===== src/rtl/uart_frame_pkg.sv =====
// Shared encodings and defaults for the framed UART transmitter.
package uart_frame_pkg;

  typedef enum logic [2:0] {FrIdle, FrSof, FrLen, FrData, FrChk} frame_state_e;

  typedef enum logic [1:0] {SerIdle, SerStart, SerData, SerStop} ser_state_e;

  localparam logic [7:0] DefaultSof    = 8'hA5;
  localparam logic [9:0] DefaultClkBit = 10'd868;

endpackage


===== src/rtl/uart_tx_serial.sv =====
// 8N1 byte serializer with load/ready handshake; ready also asserts in the last
// stop-bit cycle so a queued byte follows with no idle gap.
module uart_tx_serial
  import uart_frame_pkg::*;
#(
  parameter logic [9:0] CLK_BIT = DefaultClkBit
) (
  input  logic       clk,
  input  logic       rst,
  input  logic       load,
  input  logic [7:0] data,
  output logic       ready,
  output logic       tx
);

  ser_state_e  state_q, state_d;
  logic [9:0]  baud_q, baud_d;
  logic [2:0]  bit_q, bit_d;
  logic [7:0]  shift_q, shift_d;
  logic        tx_q, tx_d;
  logic        bit_end;

  assign bit_end = (baud_q == CLK_BIT - 10'd1);
  assign ready   = (state_q == SerIdle) || ((state_q == SerStop) && bit_end);
  assign tx      = tx_q;

  always_comb begin
    state_d = state_q;
    baud_d  = (state_q == SerIdle) ? 10'd0 : baud_q + 10'd1;
    bit_d   = bit_q;
    shift_d = shift_q;
    tx_d    = tx_q;
    case (state_q)
      SerIdle: begin
        if (load) begin
          state_d = SerStart;
          shift_d = data;
          tx_d    = 1'b0;
        end
      end
      SerStart: begin
        if (bit_end) begin
          state_d = SerData;
          baud_d  = 10'd0;
          bit_d   = 3'd0;
          tx_d    = shift_q[0];
        end
      end
      SerData: begin
        if (bit_end) begin
          baud_d = 10'd0;
          if (bit_q == 3'd7) begin
            state_d = SerStop;
            tx_d    = 1'b1;
          end else begin
            bit_d   = bit_q + 3'd1;
            shift_d = {1'b0, shift_q[7:1]};
            tx_d    = shift_q[1];
          end
        end
      end
      SerStop: begin
        if (bit_end) begin
          baud_d = 10'd0;
          if (load) begin
            state_d = SerStart;
            shift_d = data;
            tx_d    = 1'b0;
          end else begin
            state_d = SerIdle;
            tx_d    = 1'b1;
          end
        end
      end
      default: begin
        state_d = SerIdle;
        tx_d    = 1'b1;
      end
    endcase
  end

  always_ff @(posedge clk or posedge rst) begin
    if (rst) begin
      state_q <= SerIdle;
      baud_q  <= 10'd0;
      bit_q   <= 3'd0;
      shift_q <= 8'd0;
      tx_q    <= 1'b1;
    end else begin
      state_q <= state_d;
      baud_q  <= baud_d;
      bit_q   <= bit_d;
      shift_q <= shift_d;
      tx_q    <= tx_d;
    end
  end

endmodule


===== src/rtl/uart_frame_tx.sv =====
// Framed UART transmitter: payload FIFO plus SOF/LEN/payload[/CHK] frame FSM.
// Define UART_FRAME_CHK_EN to append the checksum byte.
module uart_frame_tx
  import uart_frame_pkg::*;
#(
  parameter logic [9:0]  CLK_BIT    = DefaultClkBit,
  parameter int unsigned FIFO_DEPTH = 16,
  parameter logic [7:0]  SOF        = DefaultSof
) (
  input  logic       CLK,
  input  logic       Reset,
  input  logic       WrEn,
  input  logic [7:0] WrByte,
  output logic       Full,
  input  logic       Send,
  output logic       Tx,
  output logic       Busy,
  output logic       Done
);

  localparam int unsigned   PtrW     = $clog2(FIFO_DEPTH);
  localparam logic [PtrW:0] DepthCnt = (PtrW + 1)'(FIFO_DEPTH);
  localparam logic [PtrW:0] CntOne   = (PtrW + 1)'(1);

  logic [7:0]      mem [FIFO_DEPTH];
  logic [PtrW-1:0] wr_ptr_q, rd_ptr_q;
  logic [PtrW:0]   count_q;
  logic [7:0]      rd_data;
  logic            push, pop;

  frame_state_e    state_q, state_d;
  logic [PtrW:0]   len_q, len_d;
  logic [PtrW:0]   rem_q, rem_d;
  logic            ser_load, ser_ready, accept, can_start;
  logic [7:0]      ser_byte;
`ifdef UART_FRAME_CHK_EN
  logic [7:0]      sum_q, sum_d;
`endif

  assign Full    = (count_q == DepthCnt);
  assign push    = WrEn && !Full;
  assign rd_data = mem[rd_ptr_q];
  assign accept  = Send && (count_q != '0);
  assign Busy    = (state_q != FrIdle);

  always_ff @(posedge CLK) begin
    if (push) mem[wr_ptr_q] <= WrByte;
  end

  always_ff @(posedge CLK or posedge Reset) begin
    if (Reset) begin
      wr_ptr_q <= '0;
      rd_ptr_q <= '0;
      count_q  <= '0;
    end else begin
      if (push) wr_ptr_q <= wr_ptr_q + 1'b1;
      if (pop)  rd_ptr_q <= rd_ptr_q + 1'b1;
      if (push && !pop)      count_q <= count_q + CntOne;
      else if (pop && !push) count_q <= count_q - CntOne;
    end
  end

  // Each state names the byte currently on the line; transitions fire when the
  // serializer can take the next byte, so bytes stream back-to-back.
  always_comb begin
    state_d   = state_q;
    len_d     = len_q;
    rem_d     = rem_q;
    ser_load  = 1'b0;
    ser_byte  = SOF;
    pop       = 1'b0;
    Done      = 1'b0;
    can_start = 1'b0;
`ifdef UART_FRAME_CHK_EN
    sum_d     = sum_q;
`endif
    case (state_q)
      FrIdle: can_start = 1'b1;
      FrSof: begin
        if (ser_ready) begin
          ser_load = 1'b1;
          ser_byte = 8'(len_q);
          state_d  = FrLen;
        end
      end
      FrLen, FrData: begin
        if (ser_ready) begin
          if (rem_q != '0) begin
            ser_load = 1'b1;
            ser_byte = rd_data;
            pop      = 1'b1;
            rem_d    = rem_q - CntOne;
            state_d  = FrData;
`ifdef UART_FRAME_CHK_EN
            sum_d    = sum_q + rd_data;
`endif
          end else begin
`ifdef UART_FRAME_CHK_EN
            ser_load = 1'b1;
            ser_byte = sum_q;
            state_d  = FrChk;
`else
            Done      = 1'b1;
            state_d   = FrIdle;
            can_start = 1'b1;
`endif
          end
        end
      end
`ifdef UART_FRAME_CHK_EN
      FrChk: begin
        if (ser_ready) begin
          Done      = 1'b1;
          state_d   = FrIdle;
          can_start = 1'b1;
        end
      end
`endif
      default: state_d = FrIdle;
    endcase

    // A Send coinciding with Done chains the next frame with no idle gap.
    if (can_start && accept) begin
      ser_load = 1'b1;
      ser_byte = SOF;
      state_d  = FrSof;
      len_d    = count_q;
      rem_d    = count_q;
`ifdef UART_FRAME_CHK_EN
      sum_d    = 8'(count_q);
`endif
    end
  end

  always_ff @(posedge CLK or posedge Reset) begin
    if (Reset) begin
      state_q <= FrIdle;
      len_q   <= '0;
      rem_q   <= '0;
`ifdef UART_FRAME_CHK_EN
      sum_q   <= 8'd0;
`endif
    end else begin
      state_q <= state_d;
      len_q   <= len_d;
      rem_q   <= rem_d;
`ifdef UART_FRAME_CHK_EN
      sum_q   <= sum_d;
`endif
    end
  end

  uart_tx_serial #(
    .CLK_BIT (CLK_BIT)
  ) u_serial (
    .clk   (CLK),
    .rst   (Reset),
    .load  (ser_load),
    .data  (ser_byte),
    .ready (ser_ready),
    .tx    (Tx)
  );

endmodule


===== config.mk =====
export PLATFORM = sky130hd
export DESIGN_NAME = uart_frame_tx
export DESIGN_NICKNAME = d
export VERILOG_FILES = /design/src/rtl/uart_frame_pkg.sv /design/src/rtl/uart_tx_serial.sv /design/src/rtl/uart_frame_tx.sv
export SDC_FILE = /design/constraint.sdc
export NUM_CORES = 1
export LEC_CHECK = 0
export CORE_UTILIZATION = 35
export CTS_CLUSTER_DIAMETER = 50
export DETAILED_ROUTE_END_ITERATION = 7
export MAX_ROUTING_LAYER = met4
export PLACE_DENSITY_LB_ADDON = 0.15
export SYNTH_ARGS = -nofsm -noshare
export SYNTH_HDL_FRONTEND = slang
export SYNTH_SLANG_ARGS = --single-unit

===== constraint.sdc =====
create_clock -name CLK -period 7.15 [get_ports CLK]
set_input_delay 1.0725 -clock CLK [delete_from_list [all_inputs] [get_ports CLK]]
set_output_delay 1.0725 -clock CLK [all_outputs]
set_load 0.02 [all_outputs]

==> impl_metrics.toml, run 1 <==
[timing]
slew_headroom = 0.290
rsz0062_at_grt = "no"
fin_skew_ps = 9.37
finalSetupViolations = 0
max_freq_mhz = 277
holdWs_ps = 494
tightestPinTransition_ps = 1060
hold_viol_final = 0
timing.setup.tns_ps = 0
finalCritPeriodShare = 0.505
slew_viol_final = 0
period_needed_ps = 3610

[clocking]
postCtsHoldBufs = 0
clockRootBuffer = "clkbuf_16"
clock_sinks = 177
cts_max_level = 4
ctsResizeCount = 0
cts-buffers-inserted = 17
clock_path_buffers = 2
clk_pin_slew_worst_paths_ps = 70
clock_latency_ps = 430
tritoncts = "done"
cts_setup_buffers = 0

[power_and_ir_drop]
cellPowerDensity_mw_per_mm2 = 278
p_leak_nw = 3.20
peakVddDrop_mv = 0.169

[die]
fp-row-count = 54
io_pins = 16
fp.dieH_um = 152
core-area_mm2 = 0.0220
dieArea_mm2 = 0.0231
start_util = 0.358
die_w_um = 152

[grt]
grt_max_degree = 50
grt_remaining_overflow = 0
grt_pass1_vias = 4388
grt_util_all_layers = 0.158
grt_antenna_before_repair = 0
grt_pass1_wl_um = 26500

[logic_synthesis]
ys_seq_area_frac = 0.644
ys_async_sr_fraction = 0.277
synthesis.nets = 553
synth.top_cell.area_share = 0.488
synthCells = 522
yosys_warnings = 0
synthFlopType = "edfxtp_1"
yosys.area.top_type = "edfxtp_1"
netlist_area_mm2 = 0.00787
avgSynthCellArea_um2 = 15.1
ys_seq_elements = 177
ys_types = 71
synth_edf_count = 128
netlist_top_cells_area = "edfxtp_1 (49%), dfrtp_1 (15%), mux4_2 (6.0%), ha_1 (2.9%), nor2_1 (2.1%)"

[worst_setup_path]
cp-end-kind = "register"
path_class = "reg -> reg"
critPathMaxFanout = 9
crit_path_cell_trace = "ha_1, nor3b_2, a41oi_2, nor2_1, inv_2, ha_1, inv_1, ha_1, a21o_1, a21oi_1, xnor2_1, nor2_1, xnor2_1"
crit_top_cell = "ha_1"
worstPathRequired_ps = 7470
path_delay_family = "simple AND/OR/NAND/NOR gates"
worst_path_max_delay_cell = "nor2_1"
crit_buf_inv = 2
start_kind = "register"
critPathArrivalTime_ps = 3930
max_stage_delay_ps = 620

[finish]
diodes = 0
utilization = 0.404
fin_nets = 568
final_cell_mix = "edfxtp_1 (128), dfrtp_1 (47), nor2_1 (45), nand2_1 (34), mux4_2 (21)"
drive_gt1_frac = 0.142
final_common_cell = "edfxtp_1"
area_delta_synth_final_pct = 12.7

[detailed_routing]
vias_per_cell = 5.27
final_antenna_net_count = 0
wire_per_inst_um = 20.1
wirelength_um = 16700
drt_pre_antenna_iters = 7
drc = 4
vias = 4373
drtIter0Drc = 248

[placement]
place_congestion = 0.773
dp_hpwl_um = 10700
io_buffer_count = 15

[status]
violations = "design-rule violations"
status = "finished with violations"

[worst_hold_path]
hold_class = "reg -> reg"

[run]
drv_cap = 0
[area by class of cell]
| cell class | count | area (um2) |
|---|---|---|
| Clock inverter | 14 | 163 |
| Fill cell | 2021 | 13100 |
| Tap cell | 280 | 350 |
| Inverter | 17 | 63.8 |
| Timing Repair Buffer | 22 | 203 |
| Sequential cell | 177 | 5070 |
| Multi-Input combinational cell | 302 | 2590 |
| Clock buffer | 18 | 429 |
[sequential cells by signal, summed over array words and instances, names as in the netlist]
register / cells
count_q: 5
state_q: 2
u_serial.baud_q: 10
u_serial.tx: 1
u_serial.state_q: 2
rem_q: 5
wr_ptr_q: 4
rd_ptr_q: 4
u_serial.bit_q: 3
u_serial.shift_q: 8
len_q: 5
mem: 128
[cells in the mapped netlist, types with 3 or more instances]
library cell / instances
a21o_1: 4
a21oi_1: 11
a221o_1: 6
a221oi_1: 7
a22o_1: 3
a22oi_1: 4
a31oi_1: 3
and2_1: 3
and3_1: 3
buf_2: 7
clkbuf_1: 12
dfrtp_1: 48
edfxtp_1: 128
ha_1: 18
inv_1: 16
mux2_1: 13
mux2_2: 11
mux2i_1: 12
mux4_1: 4
mux4_2: 21
nand2_1: 34
nand2b_1: 4
nand3_1: 5
nand4_1: 3
nor2_1: 45
nor2b_1: 6
nor3_1: 5
nor4_1: 3
o21ai_0: 3
o21ai_1: 8
or3_1: 3
xnor2_1: 14
xor2_1: 5
[power by group]
| part | switching [mW] | internal [mW] | total [mW] |
|---|---|---|---|
| Clock | 0.438 | 0.501 | 0.940 |
| Combinational | 0.156 | 0.102 | 0.258 |
| Sequential | 0.0632 | 1.20 | 1.27 |
[routing by layer]
layer | routed length, um | global-route usage
met5 | 0 | -
met4 | 229 | 0.0520
met3 | 480 | 0.0294
met2 | 7950 | 0.244
met1 | 8060 | 0.209
[final timing paths]
path	from	endpoint	slack, ps	cells after the start
worst max-delay path	u_serial.baud_q[0]	count_q[4]	3540	13
worst min-delay path	u_serial.tx	u_serial.tx	490	2
worst max register to register	u_serial.baud_q[0]	count_q[4]	3540	13
worst min register to register	u_serial.tx	u_serial.tx	490	2
max in group asynchronous	Reset	rd_ptr_q[0]	5220	2
min in group asynchronous	Reset	count_q[0]	1230	2
[tightest hold or removal path, delay by kind of cell (launching register included)]
family | cells | cell delay (ps)
flip-flops | 1 | 370
AO/OA/AOI/OAI | 1 | 60
buffers and inverters | 1 | 50
[kinds of logic (layout without fill, tap and decap cells)]
family | after synthesis | after routing | share of synthesized area
flops | 177 | 177 | 0.644
simple gates | 128 | 128 | 0.0797
buf+inv | 43 | 71 | 0.0267
mux | 61 | 61 | 0.123
xor+xnor | 19 | 19 | 0.0211
fa+ha+maj | 19 | 19 | 0.0312
compound gates | 75 | 75 | 0.0739
[metrics by stage]
stage / instance area, um2 / power, mW / instances / worst slack [ps]
2_1_floorplan: 7870 / 1.45 / 522 / 4150
5_1_grt: 8870 / 2.57 / 830 / 3190
6_report: 8870 / 2.46 / 830 / 3540
4_1_cts: 8870 / 2.49 / 830 / 3540
3_3_place_gp: 8280 / 1.55 / 798 / 3470
3_5_place_dp: 8280 / 1.55 / 798 / 3430
Note: power is estimated with default switching activity, not from simulation.
==> run 2, diff against run 1 <==
clock period = 3.69 ns   (was 7.15 ns; I/O delays follow)
==> run 2 against run 1 <==
The run still ends with design-rule violations left. Register-to-register slack got worse by 3000 ps. Final area up 1.3%. Critical path depth rose by 1. First-iteration DRC count fell by 20%. Core utilization rose by 0.51 points. Non-clock buffer count increased by 17. Clock power is 86% higher. Sequential share of layout area down 0.71 points. Sequential power is 93% higher. Combinational power rose by 110%. Critical path type unchanged. Critical endpoint unchanged. Largest cell class unchanged. Largest power group unchanged. Highest routed layer unchanged.
==> impl_metrics.toml, run 2 (synthesis results as in run 1) <==
[status]
status = "finished with violations"
violations = "design-rule violations"

[finish]
area_delta_synth_final_pct = 14.1
num-fill-cells = 1989
largest_register_ffs = 128
top_regs = "mem (128), u_serial.baud_q (10), u_serial.shift_q (8)"
diodes = 0
top_register = "mem"
drive_gt1_frac = 0.168
final_cell_mix = "edfxtp_1 (128), dfrtp_1 (47), nor2_1 (45), nand2_1 (34), buf_4 (24)"
final_common_cell = "edfxtp_1"
fin_nets = 585
stdcell_area_mm2 = 0.00898

[die]
fp-row-count = 54
start_util = 0.358
dieArea_mm2 = 0.0231
die_w_um = 152
io_pins = 16
fp.dieH_um = 152
core-area_mm2 = 0.0220

[timing]
timing.setup.tns_ps = 0
slew_headroom = 0.315
max_freq_mhz = 322
tightestPinTransition_ps = 1030
fin_skew_ps = 14.2
worst_slack_ps = 580
hold_viol_final = 0
finalSetupViolations = 0
rsz0062_at_grt = "no"
slew_viol_final = 0
period_needed_ps = 3110
finalCritPeriodShare = 0.843

[power_and_ir_drop]
cellPowerDensity_mw_per_mm2 = 528
p_total_mw = 4.75
p_leak_nw = 3.28
peakVddDrop_mv = 0.263

[worst_hold_path]
hold_class = "reg -> reg"
hold_start = "len_q[4]"

[worst_setup_path]
critPathMaxFanout = 8
cp-end-kind = "register"
worstSetupStartpoint = "rem_q[0]"
start_kind = "register"
worstPathRequired_ps = 4010
max_stage_delay_ps = 470
worst_path_max_delay_cell = "or4b_1"
critPathArrivalTime_ps = 3430
timing.rr.start = "rem_q[0]"
path_class = "reg -> reg"
crit_path_cell_trace = "inv_1, ha_1, or4b_1, nand2_1, nor2_1, inv_2, ha_1, inv_1, fa_1, a21o_1, a21oi_1, xnor2_1, nor2_1, xnor2_1"

[clocking]
postCtsHoldBufs = 0
clock_sinks = 177
cts_max_level = 4
cts-buffers-inserted = 17
clockRootBuffer = "clkbuf_16"
clock_path_buffers = 2
ctsResizeCount = 0
tritoncts = "done"
clock_latency_ps = 430
clk_pin_slew_worst_paths_ps = 70
cts_setup_buffers = 0

[detailed_routing]
vias = 4487
drt_pre_antenna_iters = 6
wire_per_inst_um = 20.3
vias_per_cell = 5.30
final_antenna_net_count = 0
drtIter0Drc = 198
drc = 4
wirelength_um = 17200

[grt]
grt_remaining_overflow = 0
grt_pass1_wl_um = 27100
grt_pass1_vias = 4509
grt_antenna_before_repair = 0
grt_max_degree = 50
grt_util_all_layers = 0.163

[placement]
place_area_mm2 = 0.00841
dp_hpwl_um = 11400
io_buffer_count = 15
pre_cts_slack_ps = 602
place_congestion = 0.811

[run]
drv_cap = 0
==> run 2: changes by cell type in the layout (fill, tap and decap cells not counted) <==
cell	change
clkinv_8	+2
clkinvlp_4	+1
bufinv_16	-1
buf_4	+17
clkinv_2	+1
clkbuf_1	-1
clkinv_1	+1
inv_8	-2
clkinv_4	-1
==> run 2: path summary, 6_finish.rpt <==
path                          endpoint  slack, ps  depth (start not counted)
min in group asynchronous   count_q[3]        700                          2
setup / recovery            count_q[4]        580                         14
hold / removal                len_q[4]        490                          1
setup reg to reg            count_q[4]        580                         14
hold reg to reg               len_q[4]        490                          1
max in group asynchronous  rd_ptr_q[0]       2300                          2
==> run 2: worst max-delay path: cells and delay by family (launching register included) <==
| kind | cells | cell delay [ps] |
|---|---|---|
| AO/OA/AOI/OAI | 2 | 350 |
| XOR/XNOR | 2 | 260 |
| adder cells (fa/ha/maj) | 3 | 790 |
| buffers and inverters | 3 | 370 |
| flip-flops | 1 | 420 |
| AND/OR/NAND/NOR | 4 | 810 |
==> run 2: cell type report <==
| class | instances | area [um2] | area share |
|---|---|---|---|
| clock buffer | 17 | 425 | 0.0474 |
| clock inverter | 15 | 150 | 0.0167 |
| inverter | 17 | 63.8 | 0.00711 |
| multi-input combinational | 302 | 2590 | 0.288 |
| sequential | 177 | 5070 | 0.565 |
| tap | 280 | 350 | 0.0390 |
| timing repair buffer | 39 | 330 | 0.0368 |
==> run 2: through the flow <==
step           hold slack, ps  cells   util
3_5_place_dp              473    815  0.383
5_1_grt                   528    847  0.409
3_3_place_gp              467    815  0.383
2_1_floorplan             449    522      -
4_1_cts                   491    847  0.409
6_report                  488    847  0.409
==> run 2: metal layers <==
layer,share of wire,vias up,track usage
li1,-,2076,-
met1,0.46,2324,0.216
met2,0.49,70,0.252
met3,0.038,17,0.0345
met4,0.011,0,0.0462
met5,0,-,-
==> run 2: where the power goes <==
part	switching, mW	internal, mW
Combinational	0.321	0.221
Clock	0.851	0.899
Sequential	0.122	2.33
